==> src/rtl/seq_divider_pkg.sv <==
// Shared types for the sequential restoring divider.
package seq_divider_pkg;

    typedef enum logic [1:0] {
        IDLE = 2'd0,
        SKIP = 2'd1,
        ITER = 2'd2,
        DONE = 2'd3
    } div_state_t;

endpackage

==> src/rtl/seq_divider_lzc.sv <==
// Leading-zero counter: number of zero bits above the most significant one (W when in is zero).
module leading_zero_count #(
    parameter int W = 4
) (
    input  logic [W-1:0]             in,
    output logic [$clog2(W+1)-1:0]   count
);

    localparam int CW = $clog2(W + 1);

    // Ascending scan so the highest set bit overwrites any lower one.
    always_comb begin
        count = CW'(W);
        for (int i = 0; i < W; i++) begin
            if (in[i]) begin
                count = CW'(W - 1 - i);
            end
        end
    end

endmodule

==> src/rtl/seq_divider.sv <==
// Sequential unsigned restoring divider, one quotient bit per cycle after a
// single-cycle skip over the dividend's leading zeros.
//
//   state | meaning
//   IDLE  | waiting for start
//   SKIP  | normalise dividend, load iteration count
//   ITER  | one restoring step per cycle
//   DONE  | result presented, done pulse; accepts a new start
module seq_divider
    import seq_divider_pkg::*;
#(
    parameter int W = 4
) (
    input  logic         clk,
    input  logic         rstN,
    input  logic         start,
    input  logic [W-1:0] dividend,
    input  logic [W-1:0] divisor,
    output logic [W-1:0] quotient,
    output logic [W-1:0] remainder,
    output logic         busy,
    output logic         done,
    output logic         div_by_zero
);

    localparam int CW = $clog2(W + 1);

    div_state_t    state;
    logic [W-1:0]  d_reg;
    logic [W-1:0]  v_reg;
    logic [W-1:0]  q_reg;
    logic [W-1:0]  r_reg;
    logic [CW-1:0] cnt;
    logic [CW-1:0] lz;

    logic [W:0]    t;
    logic          ge;
    logic [W-1:0]  r_sub;
    logic [W-1:0]  r_next;
    logic [W-1:0]  q_next;

    leading_zero_count #(.W(W)) u_lzc (
        .in    (d_reg),
        .count (lz)
    );

    // R < V always, so the difference fits in W bits and the carry-out can be dropped.
    assign t      = {r_reg, d_reg[W-1]};
    assign ge     = (t >= {1'b0, v_reg});
    assign r_sub  = t[W-1:0] - v_reg;
    assign r_next = ge ? r_sub : t[W-1:0];
    assign q_next = {q_reg[W-2:0], ge};

    always_ff @(posedge clk or negedge rstN) begin
        if (!rstN) begin
            state       <= IDLE;
            d_reg       <= '0;
            v_reg       <= '0;
            q_reg       <= '0;
            r_reg       <= '0;
            cnt         <= '0;
            quotient    <= '0;
            remainder   <= '0;
            busy        <= 1'b0;
            done        <= 1'b0;
            div_by_zero <= 1'b0;
        end else begin
            done <= 1'b0;
            case (state)
                IDLE, DONE: begin
                    busy  <= 1'b0;
                    state <= IDLE;
                    if (start) begin
                        d_reg       <= dividend;
                        v_reg       <= divisor;
                        q_reg       <= '0;
                        r_reg       <= '0;
                        div_by_zero <= 1'b0;
                        if (divisor == '0) begin
                            state       <= DONE;
                            quotient    <= '1;
                            remainder   <= dividend;
                            div_by_zero <= 1'b1;
                            done        <= 1'b1;
                        end else begin
                            state <= SKIP;
                            busy  <= 1'b1;
                        end
                    end
                end
                SKIP: begin
                    d_reg <= d_reg << lz;
                    cnt   <= CW'(W) - lz;
                    if (d_reg == '0) begin
                        state     <= DONE;
                        quotient  <= q_reg;
                        remainder <= r_reg;
                        busy      <= 1'b0;
                        done      <= 1'b1;
                    end else begin
                        state <= ITER;
                        busy  <= 1'b1;
                    end
                end
                ITER: begin
                    r_reg <= r_next;
                    q_reg <= q_next;
                    d_reg <= d_reg << 1;
                    cnt   <= cnt - CW'(1);
                    if (cnt == CW'(1)) begin
                        state     <= DONE;
                        quotient  <= q_next;
                        remainder <= r_next;
                        busy      <= 1'b0;
                        done      <= 1'b1;
                    end else begin
                        busy <= 1'b1;
                    end
                end
                default: begin
                    state <= IDLE;
                    busy  <= 1'b0;
                end
            endcase
        end
    end

endmodule

==> config.mk <==
export PLATFORM = sky130hd
export DESIGN_NAME = seq_divider
export DESIGN_NICKNAME = d
export VERILOG_FILES = /design/src/rtl/seq_divider_pkg.sv /design/src/rtl/seq_divider_lzc.sv /design/src/rtl/seq_divider.sv
export SDC_FILE = /design/constraint.sdc
export NUM_CORES = 1
export LEC_CHECK = 0
export CAP_MARGIN = 20
export CORE_MARGIN = 4
export CORE_UTILIZATION = 24
export DETAILED_ROUTE_END_ITERATION = 8
export GPL_TIMING_DRIVEN = 0
export PLACE_DENSITY = 0.38
export SLEW_MARGIN = 20
export SYNTH_ARGS = -nofsm -noshare
export SYNTH_HDL_FRONTEND = slang
export SYNTH_SLANG_ARGS = --single-unit
==> constraint.sdc <==
create_clock -name clk -period 3.48 [get_ports clk]
set_input_delay 0.522 -clock clk [delete_from_list [all_inputs] [get_ports clk]]
set_output_delay 0.522 -clock clk [all_outputs]
set_load 0.05 [all_outputs]
==> metrics.yaml, run 1 <==
core_um2: 7330
final_hold_viol_count: 0
period_needed_ns: 2.12
synth_flop_cell: "dfrtp_1"
grt_usage: 0.121
status: "finished, final reports clean"
htree_num_levels: 2
numCtsBuffers: 5
yosysSeqAreaShare: 0.437
synth_edf_count: 0
first_iter_violations: 83
cp-start-kind: "register"
path_max_fanout: 10
cts_hold_buffers: 0
grt_pass1_wl_um: 8270
path_class: "reg -> reg"
final.setup.tns_ns: 0
reg2reg_from: "state[0]$_DFFE_PN0P_"
max_freq_mhz: 472
io_buffers: 20
globalplace.congestion: 0.792
cts_tree: "yes"
synth.distinct_cells: 42
setup_ws_ns: 1.36
rows: 31
drive_gt1_frac: 0.106
max_stage_delay_ns: 0.46
fin_nets: 237
async_flop_share: 1.00
netlist_area_um2: 1830
cp.arrival_ns: 2.29
drv_slew: 0
cts_buffer_depth: 2
dp_slack_ns: 1.04
die_w_um: 95.4
drc: 0
cts_resized: 0
start_util: 0.250
cts.sinks: 32
synth_warnings: 0
hold_class: "in -> async"
slew_headroom: 0.614
required_ns: 3.65
cts_setup_buffers: 0
synth.area.top_cells: "dfrtp_1 (44%), ha_1 (6.1%), o21ai_0 (5.2%)"
synth_top_area_frac: 0.437
io-pin-count: 22
rsz0062_at_grt: "false"
synth_largest_area_cell: "dfrtp_1"
ant_nets: 0
finClkSkew_ns: 0.00491
viasPerCell: 4.72
clk_latency_ns: 0.28
num_antenna_cells: 0
fillCellCount: 778
min_period_over_period: 0.608
grt_overflow: 0
grt_pass1_vias: 1597
worstMarginPinSlew_ns: 0.578
synthCells: 188
synth_nets: 209
finalSetupViolCount: 0
die_h_um: 95.4
drv_cap: 0
setup.worst_path.end_class: "register"
routed_wl_um: 4910
root_buffer: "clkbuf_8"
dr_total_vias: 1486
path_cells: "inv_1, ha_1, clkbuf_1, nor2b_1, a21oi_1, clkbuf_1, a22o_1"
area_growth_pct: 23.8
firstDrtPassIters: 5
syn_avg_cell_area_um2: 9.75
ys_ff_latch: 32
place_hpwl_um: 3710
wl_per_cell_um: 15.6
critical_path.slowest_cell: "nor2b_1"
crit_path_frequent_cell: "clkbuf_1"
grt_start_max_net_pins: 22
antenna_found_initial: 0
crit_start: "state[0]$_DFFE_PN0P_"
final_util: 0.309
die_area_um2: 9100
clk_pin_slew_ns: 0.07
cell families after synthesis:
kind of cell / Yosys count / share of synthesized area
AOI/OAI and AO/OA: 55 / 0.214
and+or+nand+nor: 55 / 0.148
DFF: 32 / 0.437
buffers and inverters: 23 / 0.0560
muxes: 11 / 0.0635
adders and majority gates: 10 / 0.0724
xor gates and xnor gates: 2 / 0.00956
cell usage in the layout (no fill, tap or decap), types with 3 or more instances in the layout:
cell,instances
a21oi_1,8
a221oi_1,6
a22o_1,3
a31oi_1,3
clkbuf_1,6
clkbuf_8,7
clkdlybuf4s50_1,19
dfrtp_1,32
ha_1,9
inv_1,13
mux2_2,5
mux2i_1,6
nand2_1,20
nand2b_1,3
nand3_1,8
nor2_1,8
nor2b_1,4
o21ai_0,19
per-layer routing:
layer  vias up  wire, um  track usage
met3        10       170       0.0253
li1        735         -            -
met5         -         0            0
met2        26      2260        0.188
met4         0       118       0.0474
met1       715      2360        0.164
final cells by class:
class	count	area, um2	share of cell area
plain buffers	10	53.8	0.0237
multi-input cells	133	930	0.410
repair buffers	21	215	0.0949
inverters	13	48.8	0.0215
flip-flops and latches	32	801	0.353
well taps	99	124	0.0546
clock buffers	7	96.3	0.0425
metrics by stage:
step | instances | hold WS (ns) | instance area (um2)
2_1_floorplan | 188 | 0.226 | 1830
3_5_place_dp | 308 | 0.443 | 2170
4_1_cts | 315 | 0.133 | 2270
6_report | 315 | 0.125 | 2270
5_1_grt | 315 | 0.142 | 2270
3_3_place_gp | 307 | 0.466 | 2160
cells in the mapped netlist (3+ instances only):
library cell	instances
a21oi_1	8
a221oi_1	6
a22o_1	3
a31oi_1	3
clkbuf_1	6
dfrtp_1	32
ha_1	9
inv_1	13
mux2_2	5
mux2i_1	6
nand2_1	20
nand2b_1	3
nand3_1	8
nor2_1	8
nor2b_1	4
o21ai_0	19
path summary, 6_finish.rpt:
check                                               end  slack [ns]  cells past startpoint
worst max register to register     q_reg[1]$_DFFE_PN0P_        1.36                      7
max in group asynchronous       quotient[3]$_DFFE_PN0P_        2.93                      2
worst max-delay path               q_reg[1]$_DFFE_PN0P_        1.36                      7
worst min-delay path                     busy$_DFF_PN0_        0.13                      1
min in group clk                quotient[2]$_DFFE_PN0P_        0.48                      2
worst min register to register  quotient[2]$_DFFE_PN0P_        0.48                      2
worst max-delay path, delay by kind of cell (launching register included):
| kind | cells | cell delay (ns) |
|---|---|---|
| buffers and inverters | 3 | 0.49 |
| and+or+nand+nor | 1 | 0.46 |
| DFF | 1 | 0.37 |
| AOI/OAI and AO/OA | 2 | 0.41 |
| adders and majority gates | 1 | 0.27 |
Power of run 1 is not shown: default switching activity piles up to over one toggle a cycle in this logic, so the estimate is an artifact.
==> run 2: changes to the inputs <==
--- a/config.mk
+++ b/config.mk
@@ -10,7 +10,7 @@
 export CORE_UTILIZATION = 24
 export DETAILED_ROUTE_END_ITERATION = 8
 export GPL_TIMING_DRIVEN = 0
-export PLACE_DENSITY = 0.38
+export PLACE_DENSITY = 0.39
 export SLEW_MARGIN = 20
 export SYNTH_ARGS = -nofsm -noshare
 export SYNTH_HDL_FRONTEND = slang
==> constraint.sdc (replaced) <==
create_clock -name clk -period 1.8 [get_ports clk]
set_input_delay 0.27 -clock clk [delete_from_list [all_inputs] [get_ports clk]]
set_output_delay 0.27 -clock clk [all_outputs]
set_load 0.05 [all_outputs]
==> run 2 against run 1 <==
- the flow now finishes with violations (setup timing)
- non-clock buffer count is 14 higher
- cell area is 11% higher
- core utilization is 3.6 points higher
==> metrics.yaml, run 2 (same netlist as run 1, synthesis figures left out) <==
routed_wl_um: 5120  # +4.3%
first_iter_violations: 80  # -3.6%
setup.worst_path.end_class: "register"
cts_tree: "yes"
wl_per_cell_um: 15.5  # -0.42%
violations: "setup timing"
routed.top_layer: "met4"
dp.cells: 308  # unchanged
required_ns: 2.01  # -1.64 ns
crit_family: "simple AND/OR/NAND/NOR gates"
path_class: "reg -> reg"
final_common_cell: "dfrtp_1"
critical_path.slowest_cell: "or4_1"
fin_nets: 251  # +5.9%
num_antenna_cells: 0  # unchanged
post_dp_cell_area_um2: 2180  # +0.46%
mostFrequentLayoutCells: "dfrtp_1 (30), nand2_1 (19), clkdlybuf4s50_1 (18)"
finalSetupViolCount: 7  # +7
min_period_over_period: 1.07  # +0.457
antenna_found_initial: 0  # unchanged
numCtsBuffers: 5  # unchanged
period_needed_ns: 1.92  # -0.199 ns
rsz0062_at_grt: "true"
wl_met1_um: 2450  # +3.8%
die_area_um2: 9100  # unchanged
instances_no_fill: 330  # +4.8%
grt_pass1_wl_um: 8930  # +7.9%
path_max_fanout: 3  # -7
grt_pass1_vias: 1707  # +6.9%
wl_met2_um: 2450  # +8.5%
clk_latency_ns: 0.29  # about the same
path_buf_inv: 1  # -2
start_util: 0.250  # unchanged
viasPerCell: 4.72  # about the same
grt_usage: 0.129  # +0.00756
grt_start_max_net_pins: 21  # -4.5%
final_cell_area_um2: 2530  # +11%
rows: 31  # unchanged
die_h_um: 95.4  # unchanged
io_buffers: 20  # unchanged
dr_total_vias: 1558  # +4.8%
cts_buffer_depth: 2  # unchanged
max_freq_mhz: 521  # +10%
htree_num_levels: 2  # unchanged
drv_cap: 0  # unchanged
hold_class: "in -> async"
drc: 0  # unchanged
core_um2: 7330  # unchanged
status: "finished with violations"
die_w_um: 95.4  # unchanged
final_hold_viol_count: 0  # unchanged
place_hpwl_um: 3730  # +0.64%
slew_headroom: 0.667  # +0.0536
cts.sinks: 32  # unchanged
max_stage_delay_ns: 0.52  # +0.06 ns
ant_nets: 0  # unchanged
io-pin-count: 22  # unchanged
area_growth_pct: 38.0
path_cells: "ha_4, or4_1, a21o_1, buf_6, nand3_1, o211ai_2, a31oi_1"
cp.arrival_ns: 2.13  # -0.16 ns
cp-start-kind: "register"
setup_ws_ns: -0.118  # -1.48 ns
drive_gt1_frac: 0.268  # +0.162
root_buffer: "clkbuf_8"
wl_met3_um: 164  # -3.5%
grt_overflow: 0  # unchanged
firstDrtPassIters: 4  # -1
drv_slew: 0  # unchanged
globalplace.congestion: 0.775  # -2.2%
clk_pin_slew_ns: 0.08  # about the same
worstMarginPinSlew_ns: 0.494  # -0.0845 ns
finClkSkew_ns: 0.0118  # +0.00691 ns
run 2: what timing repair did:
action	4_1_cts	5_1_grt
gates resized for setup	16	23
endpoints found under the hold margin	12	0
hold buffers	1	0
setup buffers	15	2
endpoints found under the setup margin	22	22
pin swaps	9	11
run 2: worst paths after layout:
path                            cells past startpoint  slack (ns)               startpoint                  endpoint
worst max-delay path                                7       -0.12     r_reg[1]$_DFFE_PN0P_  remainder[0]$_DFFE_PN0P_
worst min-delay path                                2        0.42                     rstN      state[0]$_DFFE_PN0P_
worst max register to register                      7       -0.12     r_reg[1]$_DFFE_PN0P_  remainder[0]$_DFFE_PN0P_
worst min register to register                      2        0.48  quotient[3]$_DFFE_PN0P_   quotient[3]$_DFFE_PN0P_
max in group asynchronous                           3        0.95                     rstN      r_reg[1]$_DFFE_PN0P_
min in group clk                                    3        0.48                    start      d_reg[1]$_DFFE_PN0N_
run 2: per-stage QoR:
stage          setup slack (ns)  utilization  setup TNS (ns)  hold WS (ns)
2_1_floorplan            -0.131            -          -0.484       -0.0256
3_3_place_gp             -0.401        0.295          -18.41         0.471
3_5_place_dp             -0.339        0.298           -5.17         0.209
4_1_cts                  -0.150        0.333          -0.728         0.431
5_1_grt                  -0.223        0.345           -1.12         0.473
6_report                 -0.118        0.345          -0.568         0.418
run 2: layout make-up:
cell class | count | area (um2)
Inverter | 13 | 51.3
Sequential cell | 32 | 803
Buffer | 6 | 33.8
Fill cell | 778 | 4800
Tap cell | 99 | 124
Clock inverter | 3 | 18.8
Multi-Input combinational cell | 133 | 1050
Timing Repair Buffer | 39 | 383
Clock buffer | 5 | 68.8
run 2: routing by layer:
metal	up-vias	GRT usage
li1	766	-
met1	766	0.176
met2	20	0.205
met3	6	0.0245
met4	0	0.0391
met5	-	0
Power of run 2 is left out for the same reason.
==> run 3: changes to the inputs <==
--- a/config.mk
+++ b/config.mk
@@ -9,6 +9,7 @@
 export CORE_MARGIN = 4
 export CORE_UTILIZATION = 24
 export DETAILED_ROUTE_END_ITERATION = 8
+export GPL_ROUTABILITY_DRIVEN = 0
 export GPL_TIMING_DRIVEN = 0
 export PLACE_DENSITY = 0.39
 export SLEW_MARGIN = 20
==> results of run 3 <==
No change in the layout: final DEF, timing and power equal those of run 2.
Power of run 3 is left out for the same reason.
